[config.mk]
export PLATFORM = sky130hd
export DESIGN_NAME = eq_step_ctrl_flat
export DESIGN_NICKNAME = d
export VERILOG_FILES = /design/src/rtl/eq_pkg.sv /design/src/rtl/eq_step_ctrl_if.sv /design/src/rtl/eq_drain_ctr.sv /design/src/rtl/eq_step_ctrl.sv /design/src/flat_wrapper.sv
export SDC_FILE = /design/constraint.sdc
export NUM_CORES = 1
export LEC_CHECK = 0
export BUFFER_PORTS_ARGS = -buffer_cell sky130_fd_sc_hd__buf_2
export CORE_MARGIN = 2
export CORE_UTILIZATION = 45
export CTS_CLUSTER_SIZE = 25
export DETAILED_ROUTE_END_ITERATION = 10
export PLACE_DENSITY = 0.75
export RECOVER_POWER = 50
export SKIP_LAST_GASP = 1
export SLEW_MARGIN = 20
export SYNTH_ARGS = -nofsm -noshare
export SYNTH_HDL_FRONTEND = slang
export SYNTH_SLANG_ARGS = --single-unit
[constraint.sdc]
create_clock -name clk -period 2.9 [get_ports clk]
set_input_delay 0.29 -clock clk [delete_from_list [all_inputs] [get_ports clk]]
set_output_delay 0.29 -clock clk [all_outputs]
set_load 0.1 [all_outputs]
[src/rtl/eq_pkg.sv]
// Shared FSM state encoding and default parameters for the lock-step
// equivalence step controller.
package eq_pkg;

  typedef enum logic [1:0] {
    ST_IDLE  = 2'd0,
    ST_RUN   = 2'd1,
    ST_CHECK = 2'd2,
    ST_DONE  = 2'd3
  } state_e;

  localparam int DEF_DATA_W    = 8;
  localparam int DEF_NUM_CH    = 2;
  localparam int DEF_MAX_CYC   = 35;
  localparam int DEF_DRAIN_CYC = 5;
  localparam int DEF_CNT_W     = 16;

endpackage

[src/rtl/eq_step_ctrl_if.sv]
// Control/compare bundle between the harness (master) and eq_step_ctrl (slave).
interface eq_step_ctrl_if
  import eq_pkg::*;
#(
  parameter int DATA_W = DEF_DATA_W,
  parameter int NUM_CH = DEF_NUM_CH,
  parameter int CNT_W  = DEF_CNT_W
) ();

  logic                     start;
  logic                     a_complete;
  logic                     b_complete;
  logic [NUM_CH-1:0]        a_valid;
  logic [NUM_CH-1:0]        b_valid;
  logic [NUM_CH*DATA_W-1:0] a_data;
  logic [NUM_CH*DATA_W-1:0] b_data;
  logic                     a_step;
  logic                     b_step;
  logic                     busy;
  logic                     done;
  logic                     timeout;
  logic [NUM_CH-1:0]        mismatch_mask;
  logic                     mismatch;
  logic [CNT_W-1:0]         cyc_cnt;

  modport master (
    output start, a_complete, b_complete, a_valid, b_valid, a_data, b_data,
    input  a_step, b_step, busy, done, timeout, mismatch_mask, mismatch, cyc_cnt
  );

  modport slave (
    input  start, a_complete, b_complete, a_valid, b_valid, a_data, b_data,
    output a_step, b_step, busy, done, timeout, mismatch_mask, mismatch, cyc_cnt
  );

endinterface

[src/rtl/eq_drain_ctr.sv]
// Side-B drain counter: counts consecutive enabled cycles up to DRAIN_CYC+1
// and latches a sticky halted flag when the top is reached.
module eq_drain_ctr
  import eq_pkg::*;
#(
  parameter int DRAIN_CYC = DEF_DRAIN_CYC,
  parameter int CW        = $clog2(DRAIN_CYC + 2)
) (
  input  logic          clk,
  input  logic          rst,
  input  logic          clr,
  input  logic          en,
  output logic [CW-1:0] cnt,
  output logic          halted
);

  localparam logic [CW-1:0] CNT_TOP = CW'(DRAIN_CYC + 1);

  logic [CW-1:0] cnt_q, cnt_d;
  logic          halted_q, halted_d;

  // Next count: clr restarts everything; a gap in en drops the count but keeps halted.
  always_comb begin
    cnt_d    = cnt_q;
    halted_d = halted_q;
    if (clr) begin
      cnt_d    = {CW{1'b0}};
      halted_d = 1'b0;
    end else if (en) begin
      if (cnt_q == CNT_TOP) begin
        cnt_d = CNT_TOP;
      end else begin
        cnt_d = cnt_q + CW'(1);
      end
      halted_d = halted_q | (cnt_d == CNT_TOP);
    end else begin
      cnt_d    = {CW{1'b0}};
      halted_d = halted_q;
    end
  end

  // Counter and flag registers.
  always_ff @(posedge clk or posedge rst) begin
    if (rst) begin
      cnt_q    <= {CW{1'b0}};
      halted_q <= 1'b0;
    end else begin
      cnt_q    <= cnt_d;
      halted_q <= halted_d;
    end
  end

  assign cnt    = cnt_q;
  assign halted = halted_q;

endmodule

[src/rtl/eq_step_ctrl.sv]
// Steps two designs in lock-step until both halt or a cycle bound expires,
// then compares their per-channel outputs.
module eq_step_ctrl
  import eq_pkg::*;
#(
  parameter int DATA_W    = DEF_DATA_W,
  parameter int NUM_CH    = DEF_NUM_CH,
  parameter int MAX_CYC   = DEF_MAX_CYC,
  parameter int DRAIN_CYC = DEF_DRAIN_CYC,
  parameter int CNT_W     = DEF_CNT_W
) (
  input logic           clk,
  input logic           rst,
  eq_step_ctrl_if.slave bus
);

  localparam int DRW = $clog2(DRAIN_CYC + 2);

  state_e            state_q, state_d;
  logic [CNT_W-1:0]  cyc_q, cyc_d;
  logic              a_halt_q, a_halt_d;
  logic              timeout_q, timeout_d;
  logic [NUM_CH-1:0] mask_q, mask_d;
  logic              mismatch_q, mismatch_d;
  logic              busy_q, busy_d;
  logic              done_q, done_d;

  logic [NUM_CH-1:0] chk_mask;
  logic [DRW-1:0]    drain_cnt;
  logic              b_halt;
  logic              in_run;
  logic              hit_bound;
  logic              both_halted;

  assign in_run      = (state_q == ST_RUN);
  assign hit_bound   = (cyc_q == CNT_W'(MAX_CYC));
  assign both_halted = a_halt_q & b_halt;

  // Start clears the drain counter in every state, so a restart also wins over b_complete.
  eq_drain_ctr #(
    .DRAIN_CYC (DRAIN_CYC)
  ) u_drain (
    .clk    (clk),
    .rst    (rst),
    .clr    (bus.start),
    .en     (in_run & bus.b_complete),
    .cnt    (drain_cnt),
    .halted (b_halt)
  );

  // Per-channel compare: a valid disagreement or differing data on a valid channel.
  always_comb begin
    chk_mask = {NUM_CH{1'b0}};
    for (int i = 0; i < NUM_CH; i++) begin
      chk_mask[i] = (bus.a_valid[i] != bus.b_valid[i]) |
                    (bus.a_valid[i] &
                     (bus.a_data[i*DATA_W +: DATA_W] != bus.b_data[i*DATA_W +: DATA_W]));
    end
  end

  // Next-state and next-output logic; start overrides everything, including completions.
  always_comb begin
    state_d   = state_q;
    cyc_d     = cyc_q;
    a_halt_d  = a_halt_q;
    timeout_d = timeout_q;
    mask_d    = mask_q;
    if (bus.start) begin
      state_d   = ST_RUN;
      cyc_d     = {CNT_W{1'b0}};
      a_halt_d  = 1'b0;
      timeout_d = 1'b0;
      mask_d    = {NUM_CH{1'b0}};
    end else begin
      case (state_q)
        ST_IDLE: state_d = ST_IDLE;
        ST_RUN: begin
          cyc_d    = hit_bound ? cyc_q : (cyc_q + CNT_W'(1));
          a_halt_d = a_halt_q | bus.a_complete;
          if (both_halted | hit_bound) begin
            state_d   = ST_CHECK;
            timeout_d = hit_bound & ~both_halted;
          end else begin
            state_d = ST_RUN;
          end
        end
        ST_CHECK: begin
          state_d = ST_DONE;
          mask_d  = chk_mask;
        end
        ST_DONE: state_d = ST_DONE;
        default: state_d = ST_IDLE;
      endcase
    end
    busy_d     = (state_d == ST_RUN) | (state_d == ST_CHECK);
    done_d     = (state_d == ST_DONE);
    mismatch_d = |mask_d;
  end

  // State and registered outputs.
  always_ff @(posedge clk or posedge rst) begin
    if (rst) begin
      state_q    <= ST_IDLE;
      cyc_q      <= {CNT_W{1'b0}};
      a_halt_q   <= 1'b0;
      timeout_q  <= 1'b0;
      mask_q     <= {NUM_CH{1'b0}};
      mismatch_q <= 1'b0;
      busy_q     <= 1'b0;
      done_q     <= 1'b0;
    end else begin
      state_q    <= state_d;
      cyc_q      <= cyc_d;
      a_halt_q   <= a_halt_d;
      timeout_q  <= timeout_d;
      mask_q     <= mask_d;
      mismatch_q <= mismatch_d;
      busy_q     <= busy_d;
      done_q     <= done_d;
    end
  end

  assign bus.a_step        = in_run & ~a_halt_q & ~bus.a_complete;
  assign bus.b_step        = in_run & (drain_cnt <= DRW'(DRAIN_CYC));
  assign bus.busy          = busy_q;
  assign bus.done          = done_q;
  assign bus.timeout       = timeout_q;
  assign bus.mismatch_mask = mask_q;
  assign bus.mismatch      = mismatch_q;
  assign bus.cyc_cnt       = cyc_q;

endmodule

[src/flat_wrapper.sv]
// flat-port wrapper written by rule: the top's interface ports become plain ports
module eq_step_ctrl_flat import eq_pkg::*;
#(
  parameter int DATA_W    = DEF_DATA_W,
  parameter int NUM_CH    = DEF_NUM_CH,
  parameter int MAX_CYC   = DEF_MAX_CYC,
  parameter int DRAIN_CYC = DEF_DRAIN_CYC,
  parameter int CNT_W     = DEF_CNT_W
)
  (clk, rst, bus_start, bus_a_complete, bus_b_complete, bus_a_valid, bus_b_valid, bus_a_data, bus_b_data, bus_a_step, bus_b_step, bus_busy, bus_done, bus_timeout, bus_mismatch_mask, bus_mismatch, bus_cyc_cnt);
  eq_step_ctrl_if #(.DATA_W(DATA_W), .NUM_CH(NUM_CH), .CNT_W(CNT_W)) bus_i ();
  input logic clk;
  input logic rst;
  input wire logic [$bits(bus_i.start)-1:0] bus_start;
  input wire logic [$bits(bus_i.a_complete)-1:0] bus_a_complete;
  input wire logic [$bits(bus_i.b_complete)-1:0] bus_b_complete;
  input wire logic [$bits(bus_i.a_valid)-1:0] bus_a_valid;
  input wire logic [$bits(bus_i.b_valid)-1:0] bus_b_valid;
  input wire logic [$bits(bus_i.a_data)-1:0] bus_a_data;
  input wire logic [$bits(bus_i.b_data)-1:0] bus_b_data;
  output wire logic [$bits(bus_i.a_step)-1:0] bus_a_step;
  output wire logic [$bits(bus_i.b_step)-1:0] bus_b_step;
  output wire logic [$bits(bus_i.busy)-1:0] bus_busy;
  output wire logic [$bits(bus_i.done)-1:0] bus_done;
  output wire logic [$bits(bus_i.timeout)-1:0] bus_timeout;
  output wire logic [$bits(bus_i.mismatch_mask)-1:0] bus_mismatch_mask;
  output wire logic [$bits(bus_i.mismatch)-1:0] bus_mismatch;
  output wire logic [$bits(bus_i.cyc_cnt)-1:0] bus_cyc_cnt;
  assign bus_i.start = bus_start;
  assign bus_i.a_complete = bus_a_complete;
  assign bus_i.b_complete = bus_b_complete;
  assign bus_i.a_valid = bus_a_valid;
  assign bus_i.b_valid = bus_b_valid;
  assign bus_i.a_data = bus_a_data;
  assign bus_i.b_data = bus_b_data;
  assign bus_a_step = bus_i.a_step;
  assign bus_b_step = bus_i.b_step;
  assign bus_busy = bus_i.busy;
  assign bus_done = bus_i.done;
  assign bus_timeout = bus_i.timeout;
  assign bus_mismatch_mask = bus_i.mismatch_mask;
  assign bus_mismatch = bus_i.mismatch;
  assign bus_cyc_cnt = bus_i.cyc_cnt;
  eq_step_ctrl #(.DATA_W(DATA_W), .NUM_CH(NUM_CH), .MAX_CYC(MAX_CYC), .DRAIN_CYC(DRAIN_CYC), .CNT_W(CNT_W)) u_core (.clk(clk), .rst(rst), .bus(bus_i));
endmodule
After elaboration in Yosys (flattened, before gate mapping) --
Cells that the tools add are included. W data, S select, Z words.
Cells by class: mux-type cells 20, add/sub/neg operators 2, reductions and logical operators 8, $lt $le $gt $ge 1, bitwise operators 17, equality and inequality tests 14
Operators with widths (count):
- $mux W16 | 3
- $add A16 B1 Y16 const B | 1
- $eq A16 B6 Y1 const B | 1
- $ne A8 B8 Y1 | 2
- $mux W3 | 5
- $and A1 B1 Y1 | 8
- $eq A2 B2 Y1 const B | 4
- $mux W2 | 4
- $mux W1 | 7
- $eq A3 B3 Y1 const B | 2
- $or A1 B1 Y1 | 6
- $pmux W2 S3 | 1
- $reduce_bool A2 Y1 | 3
- $eq A2 B1 Y1 const B | 2
- $reduce_and A2 Y1 | 2
- $reduce_or A2 Y1 | 2
- $add A3 B1 Y3 const B | 1
- $le A3 B3 Y1 const B | 1
- $not A1 Y1 | 3
- $logic_not A2 Y1 | 1
- $ne A1 B1 Y1 | 2
- $ne A2 B2 Y1 const B | 1
Storage, ports and cells: output and inout port bits 24, register bits after elaboration 29

Longest topological paths before layout --
Gate-level depths: netlist (run 1).
depth in word-level cells 8, mapped depth 6, mapped depth without buffers 6

By module --
A second synthesis (run 1) with hierarchy kept.
Second synthesis, totals: cell total of the unflattened synthesis 162, area total of the unflattened synthesis 1616.6 um2
By module, submodules not included:
- eq_step_ctrl | cells an instance 144, times used 1, area each 1417.6 um2
- eq_drain_ctr | cells an instance 18, times used 1, area each 198.9 um2

Worst setup path after synthesis (run 1) --
Ideal clock, no wire load.
path kind register to output, from reg u_core.state_q[1], to out bus_a_step, stages on the path, launching flop included 3, required time 2.610 ns, slack -0.073 ns, buffers on the path 0, data arrival time 2.683 ns, cells stage by stage dfrtp_1 nand2b_2 nor3_1
Between the ends: longest elaborated chain between the ends 3
RTL lines:
- from (decl) | line eq_step_ctrl.sv:19 | state_e state_q, state_d;
- from (signal assigned) | line eq_step_ctrl.sv:112 | state_q <= state_d;
- $eq A2 B1 Y1 | line eq_step_ctrl.sv:35 | assign in_run = (state_q == ST_RUN);
- $and A1 B1 Y1 (2 in series) | line eq_step_ctrl.sv:123 | assign bus.a_step = in_run & ~a_halt_q & ~bus.a_complete;
- to (decl) | line flat_wrapper.sv:21 | output wire logic [$bits(bus_i.a_step)-1:0] bus_a_step;
Every way passes these cells.

Worst setup path in the final report (run 1) --
from reg u_core.state_q[1], to out bus_b_step
Between the ends: longest elaborated chain between the ends 2
RTL lines:
- $eq A2 B1 Y1 | line eq_step_ctrl.sv:35
- $and A1 B1 Y1 | line eq_step_ctrl.sv:124 | assign bus.b_step = in_run & (drain_cnt <= DRW'(DRAIN_CYC));
- to (decl) | line flat_wrapper.sv:22 | output wire logic [$bits(bus_i.b_step)-1:0] bus_b_step;
Every way passes these cells.

==> results of run 1 <==
## layout by cell type (no fill, tap or decap), types with 2 or more instances in the layout
cell type / instances
buf_2: 62
nand2b_1: 2
o21ai_0: 5
nor3_1: 3
dfrtp_1: 29
and3_1: 7
nor4_1: 3
inv_1: 5
nand2_1: 8
nor2_1: 28
clkbuf_1: 4
nor3b_2: 2
xnor2_1: 10
a21oi_1: 6
clkbuf_4: 5
nand3_1: 4
ha_1: 3
xor2_1: 21
nor3b_1: 2
nand4_1: 6
nor4_2: 2
## where the power goes
part	internal [W]	switching (W)	total (W)
combinational	0.0000428	0.0000759	0.000119
sequential	0.000410	0.00000841	0.000418
clock	0.000114	0.000137	0.000252
## critical path, cell delays in order (launching register included)
cell and delay, ns:
dfrtp_1 0.44, nand2b_1 0.30, a21oi_1 0.18, buf_2 0.44
## routing by layer
metal  vias up  GRT usage (%)  wire length [um]
met1       666           23.1              1480
met4         0           3.99                30
li1        708              -                 -
met2        36           32.7              1690
met3         4           6.34               201
met5         -              0                 0
## stage by stage
stage / instance area [um2] / instances / setup WS [ns] / hold WS, ns
6_report: 2050 / 279 / 0.919 / 0.241
5_1_grt: 2050 / 279 / 0.805 / 0.234
4_1_cts: 2060 / 279 / 0.947 / 0.0243
3_5_place_dp: 2000 / 272 / 1.15 / 0.380
3_3_place_gp: 2000 / 272 / 1.18 / 0.380
2_1_floorplan: 1630 / 164 / 0.482 / 0.368
## registers in the layout (all words and copies together), names as in the netlist
signal,count
u_core.bus.cyc_cnt,16
u_core.bus.done,1
u_core.state_q,2
u_core.u_drain.cnt,3
u_core.bus.timeout,1
u_core.bus.mismatch,1
u_core.u_drain.halted,1
u_core.a_halt_q,1
u_core.bus.mismatch_mask,2
u_core.bus.busy,1
## final timing paths
| path | to | slack [ns] | depth (start not counted) |
|---|---|---|---|
| worst min-delay path | u_core.a_halt_q | 0.24 | 3 |
| worst min register to register | u_core.u_drain.cnt[0] | 0.47 | 1 |
| worst max-delay path | bus_b_step | 0.92 | 3 |
| max in group asynchronous | u_core.bus.done | 1.55 | 3 |
| min in group asynchronous | u_core.bus.cyc_cnt[7] | 0.46 | 3 |
| worst max register to register | u_core.bus.cyc_cnt[11] | 1.13 | 6 |
## layout make-up
type                       count  area, um2  area share [%]
clock buffer                   7       55.1            2.68
inverter                       5       18.8           0.915
multi-input combinational    127        872            42.5
sequential                    29        726            35.4
tap                           46       57.6            2.81
timing repair buffer          65        322            15.7
## kinds of logic (layout without fill, tap and decap cells)
family,after synthesis,count (layout),synth area share [%]
buf+inv,8,77,1.85
xor+xnor,31,31,16.7
flops,29,29,44.6
simple gates,76,76,26.9
mux,1,1,0.616
fa+ha+maj,3,3,2.31
compound gates,16,16,7.01
==> impl_metrics.env, run 1 <==
export IMPL_detail_route_vias_per_cell=5.07
export IMPL_ys_types=34
export IMPL_first_pass_iters=4
export IMPL_outcome="complete, but fails checks"
export IMPL_synth_common_cells="dfrtp_1, nor2_1, xor2_1"
export IMPL_root_buffer="clkbuf_4"
export IMPL_die_x_um=64.1
export IMPL_synth_area_leaders="dfrtp_1, xor2_1, nor2_1"
export IMPL_reg2reg_from="u_core.bus.cyc_cnt[0]"
export IMPL_avgSynthCellArea_um2=9.91
export IMPL_drive_above_1_share_pct=33.5
export IMPL_synth_area_um2=1630
export IMPL_max_slew_margin_pct=-1.17
export IMPL_vias=1414
export IMPL_cts_tree="yes"
export IMPL_hold_viol_final=0
export IMPL_ctsHoldBuffers=0
export IMPL_dr_first_iter_drc_count=53
export IMPL_worstSetupStartpoint="u_core.state_q[1]"
export IMPL_clock_path_buffers=2
export IMPL_arrival_ns=1.69
export IMPL_core_area_um2=3420
export IMPL_synth_ff_type="dfrtp_1"
export IMPL_grt_pass1_vias=1372
export IMPL_grt_use_total_pct=18.9
export IMPL_post_route_util_pct=60.0
export IMPL_skew_ns=0.00746
export IMPL_wl_mm=3.40
export IMPL_gp_congestion=0.796
export IMPL_power_density_nw_per_um2=385
export IMPL_synth_edf_count=0
export IMPL_cp_required_ns=2.61
export IMPL_grt_ovfl_total=0
export IMPL_start_util_pct=47.6
export IMPL_async_reset_ff_share_pct=100
export IMPL_power_total_w=0.000789
export IMPL_die_y_um=64.1
export IMPL_fin_setup_tns_ns=0
export IMPL_area_growth_pct=26.2
export IMPL_crit_path_start_kind="flip-flop"
export IMPL_p_leak_nw=1.04
export IMPL_critical_path_max_fanout=7
export IMPL_die_area_um2=4110
export IMPL_diodes=0
export IMPL_synth_top_area_share_pct=44.6
export IMPL_maxCapViolCount=1
export IMPL_worst_pin_slew_ns=1.52
export IMPL_vdd_ir_drop_max_uv=240
export IMPL_wire_per_inst_um=12.2
export IMPL_yosysMostFrequentCell="dfrtp_1"
export IMPL_failed_checks="max-capacitance violations, max-slew violations"
export IMPL_clk_pin_slew_worst_paths_ns=0.08
export IMPL_ant_nets=0
export IMPL_place_hpwl_mm=2.65
export IMPL_cts_resized=0
export IMPL_post_route_period_util_pct=68.3
export IMPL_grt_pass1_wl_mm=6.10
export IMPL_setup_viol=0
export IMPL_synthCells=164
export IMPL_hold_path_class="primary input to flip-flop"
export IMPL_drc=0
export IMPL_htreeDepth=2
export IMPL_rsz0062_at_grt="no"
export IMPL_yosysSeqAreaShare_pct=44.6
export IMPL_clock_sinks=29
export IMPL_criticalPathCategory="flip-flop to output pin"
export IMPL_grt_max_degree=30
export IMPL_cts_made_buffers=5
export IMPL_hold_start="bus_a_complete"
export IMPL_cp_end_kind="output pin"
export IMPL_antenna_found_initial=0
export IMPL_placementRows=21
export IMPL_io_buffer_count=64
export IMPL_fillers=322
export IMPL_ios=65
export IMPL_clk_latency_ns=0.33
export IMPL_synth_seq_cells=29
export IMPL_nNetsFinal=277
export IMPL_ys_warn_count=0
export IMPL_finalCriticalPeriod_ns=1.98
export IMPL_syn_num_nets=208
export IMPL_slew_viol_final=30
export IMPL_synth_top_cell_by_area="dfrtp_1"
export IMPL_cts_setup_buffers=0
export IMPL_max_freq_ghz=0.505
(Power assumes the default switching activity.)
==> inputs of run 2 (changes only) <==
Clock period 2.9 ns to 2 ns, I/O delays scaled along.
==> run 2 against run 1 <==
  * The flow now finishes without violations
  * Flip-flop and latch count unchanged
  * Hold slack worse by 0.22 ns
  * Register-to-register slack lost 0.92 ns
  * Clock power rose by 45%
  * Cell area is 1.3% higher
  * Critical endpoint is now bus_a_step
  * Combinational power rose by 45%
  * Non-clock buffer count rose by 1
  * Global-route usage grew 0.19 points
  * Via count rose by 2.4%
  * Clock skew down 0.0041 ns
  * Count of clock-buffer cells in the layout stayed put
==> impl_metrics.env, run 2 (synthesized netlist as in run 1, its figures left out) <==
export IMPL_io_buffer_count=64
export IMPL_wl_mm=3.53
export IMPL_dp_cells=273
export IMPL_outcome="finished, final reports clean"
export IMPL_skew_ns=0.00340
export IMPL_die_x_um=64.1
export IMPL_dpl_cell_area_um2=2030
export IMPL_setup_viol=0
export IMPL_ctsHoldBuffers=0
export IMPL_hold_viol_final=0
export IMPL_clk_pin_slew_worst_paths_ns=0.09
export IMPL_slew_viol_final=0
export IMPL_nNetsFinal=278
export IMPL_diodes=0
export IMPL_max_freq_ghz=0.546
export IMPL_first_pass_iters=4
export IMPL_clock_sinks=29
export IMPL_largest_reg_flops=16
export IMPL_vdd_ir_drop_max_uv=313
export IMPL_final_cells=280
export IMPL_p_leak_nw=1.01
export IMPL_grt_pass1_vias=1398
export IMPL_antenna_found_initial=0
export IMPL_grt_pass1_wl_mm=6.04
export IMPL_dp_worst_setup_slack_ns=0.227
export IMPL_worst_pin_slew_ns=1.16
export IMPL_critical_path_max_fanout=7
export IMPL_drive_above_1_share_pct=39.7
export IMPL_maxCapViolCount=0
export IMPL_grt_ovfl_total=0
export IMPL_area_growth_pct=27.8
export IMPL_placementRows=21
export IMPL_layout_common_cells="buf_2, nor2_1, xor2_1"
export IMPL_htreeDepth=2
export IMPL_criticalPathCategory="flip-flop to output pin"
export IMPL_max_slew_margin_pct=23.0
export IMPL_core_area_um2=3420
export IMPL_mostFrequentLayoutCell="buf_2"
export IMPL_grt_max_degree=27
export IMPL_grt_use_total_pct=19.1
export IMPL_arrival_ns=1.63
export IMPL_multiInputGateArea_um2=878
export IMPL_die_y_um=64.1
export IMPL_fin_ws_ns=0.168
export IMPL_seqCellArea_um2=742
export IMPL_rsz0062_at_grt="no"
export IMPL_clk_latency_ns=0.33
export IMPL_hold_path_class="primary input to async pin"
export IMPL_cp_end_kind="output pin"
export IMPL_crit_path_start_kind="flip-flop"
export IMPL_finalCriticalPeriod_ns=1.83
export IMPL_hold_worst_slack_ns=0.0202
export IMPL_cts_setup_buffers=0
export IMPL_wire_per_inst_um=12.6
export IMPL_gp_congestion=0.763
export IMPL_root_buffer="clkbuf_4"
export IMPL_die_area_um2=4110
export IMPL_post_route_util_pct=60.8
export IMPL_start_util_pct=47.6
export IMPL_cts_tree="yes"
export IMPL_cp_required_ns=1.80
export IMPL_cts_made_buffers=5
export IMPL_clock_path_buffers=2
export IMPL_ant_nets=0
export IMPL_power_density_nw_per_um2=552
export IMPL_vias=1448
export IMPL_ios=65
export IMPL_cts_resized=0
export IMPL_drc=0
export IMPL_place_hpwl_mm=2.76
export IMPL_fillers=325
export IMPL_final_area_um2=2080
export IMPL_post_route_period_util_pct=91.6
export IMPL_detail_route_vias_per_cell=5.17
export IMPL_dr_first_iter_drc_count=69
[run 2: stage by stage]
stage / total power [W] / TNS (ns)
floorplan: 0.000728 / -0.0318
global placement: 0.000792 / 0
detailed placement: 0.000797 / 0
CTS: 0.00116 / 0
global route: 0.00120 / 0
finish: 0.00115 / 0
[run 2: worst max-delay path, stage by stage, from the launching register on]
cell      delay, ns
dfrtp_1        0.43
nand2b_2       0.29
nor3_2         0.14
buf_2          0.44
[run 2: final timing paths]
check,from,endpoint,slack [ns],depth (start not counted)
setup / recovery,u_core.state_q[1],bus_a_step,0.17,3
hold / removal,rst,u_core.bus.cyc_cnt[15],0.02,2
setup reg to reg,u_core.bus.cyc_cnt[0],u_core.bus.cyc_cnt[11],0.21,6
hold reg to reg,u_core.u_drain.cnt[0],u_core.u_drain.cnt[0],0.47,1
max in group asynchronous,rst,u_core.bus.done,1.26,3
min in group clk,bus_a_complete,u_core.a_halt_q,0.16,3
[run 2: power by group]
group          total (W)  switching, W  internal, W
sequential      0.000608     0.0000124     0.000595
combinational   0.000173      0.000110    0.0000626
clock           0.000365      0.000199     0.000166
[run 2: layout make-up]
type | instances | share of cell area (%)
clock buffers | 7 | 2.65
flip-flops and latches | 29 | 35.7
inverters | 5 | 0.904
well taps | 46 | 2.77
repair buffers | 66 | 15.7
multi-input cells | 127 | 42.3
[run 2: layer usage]
layer  routed length, um  GRT usage (%)  vias up
met1                1530           22.9      682
met4                  68           8.78        0
met3                 223           5.11        7
met5                   0              0        -
li1                    -              -      708
met2                1710           32.0       51
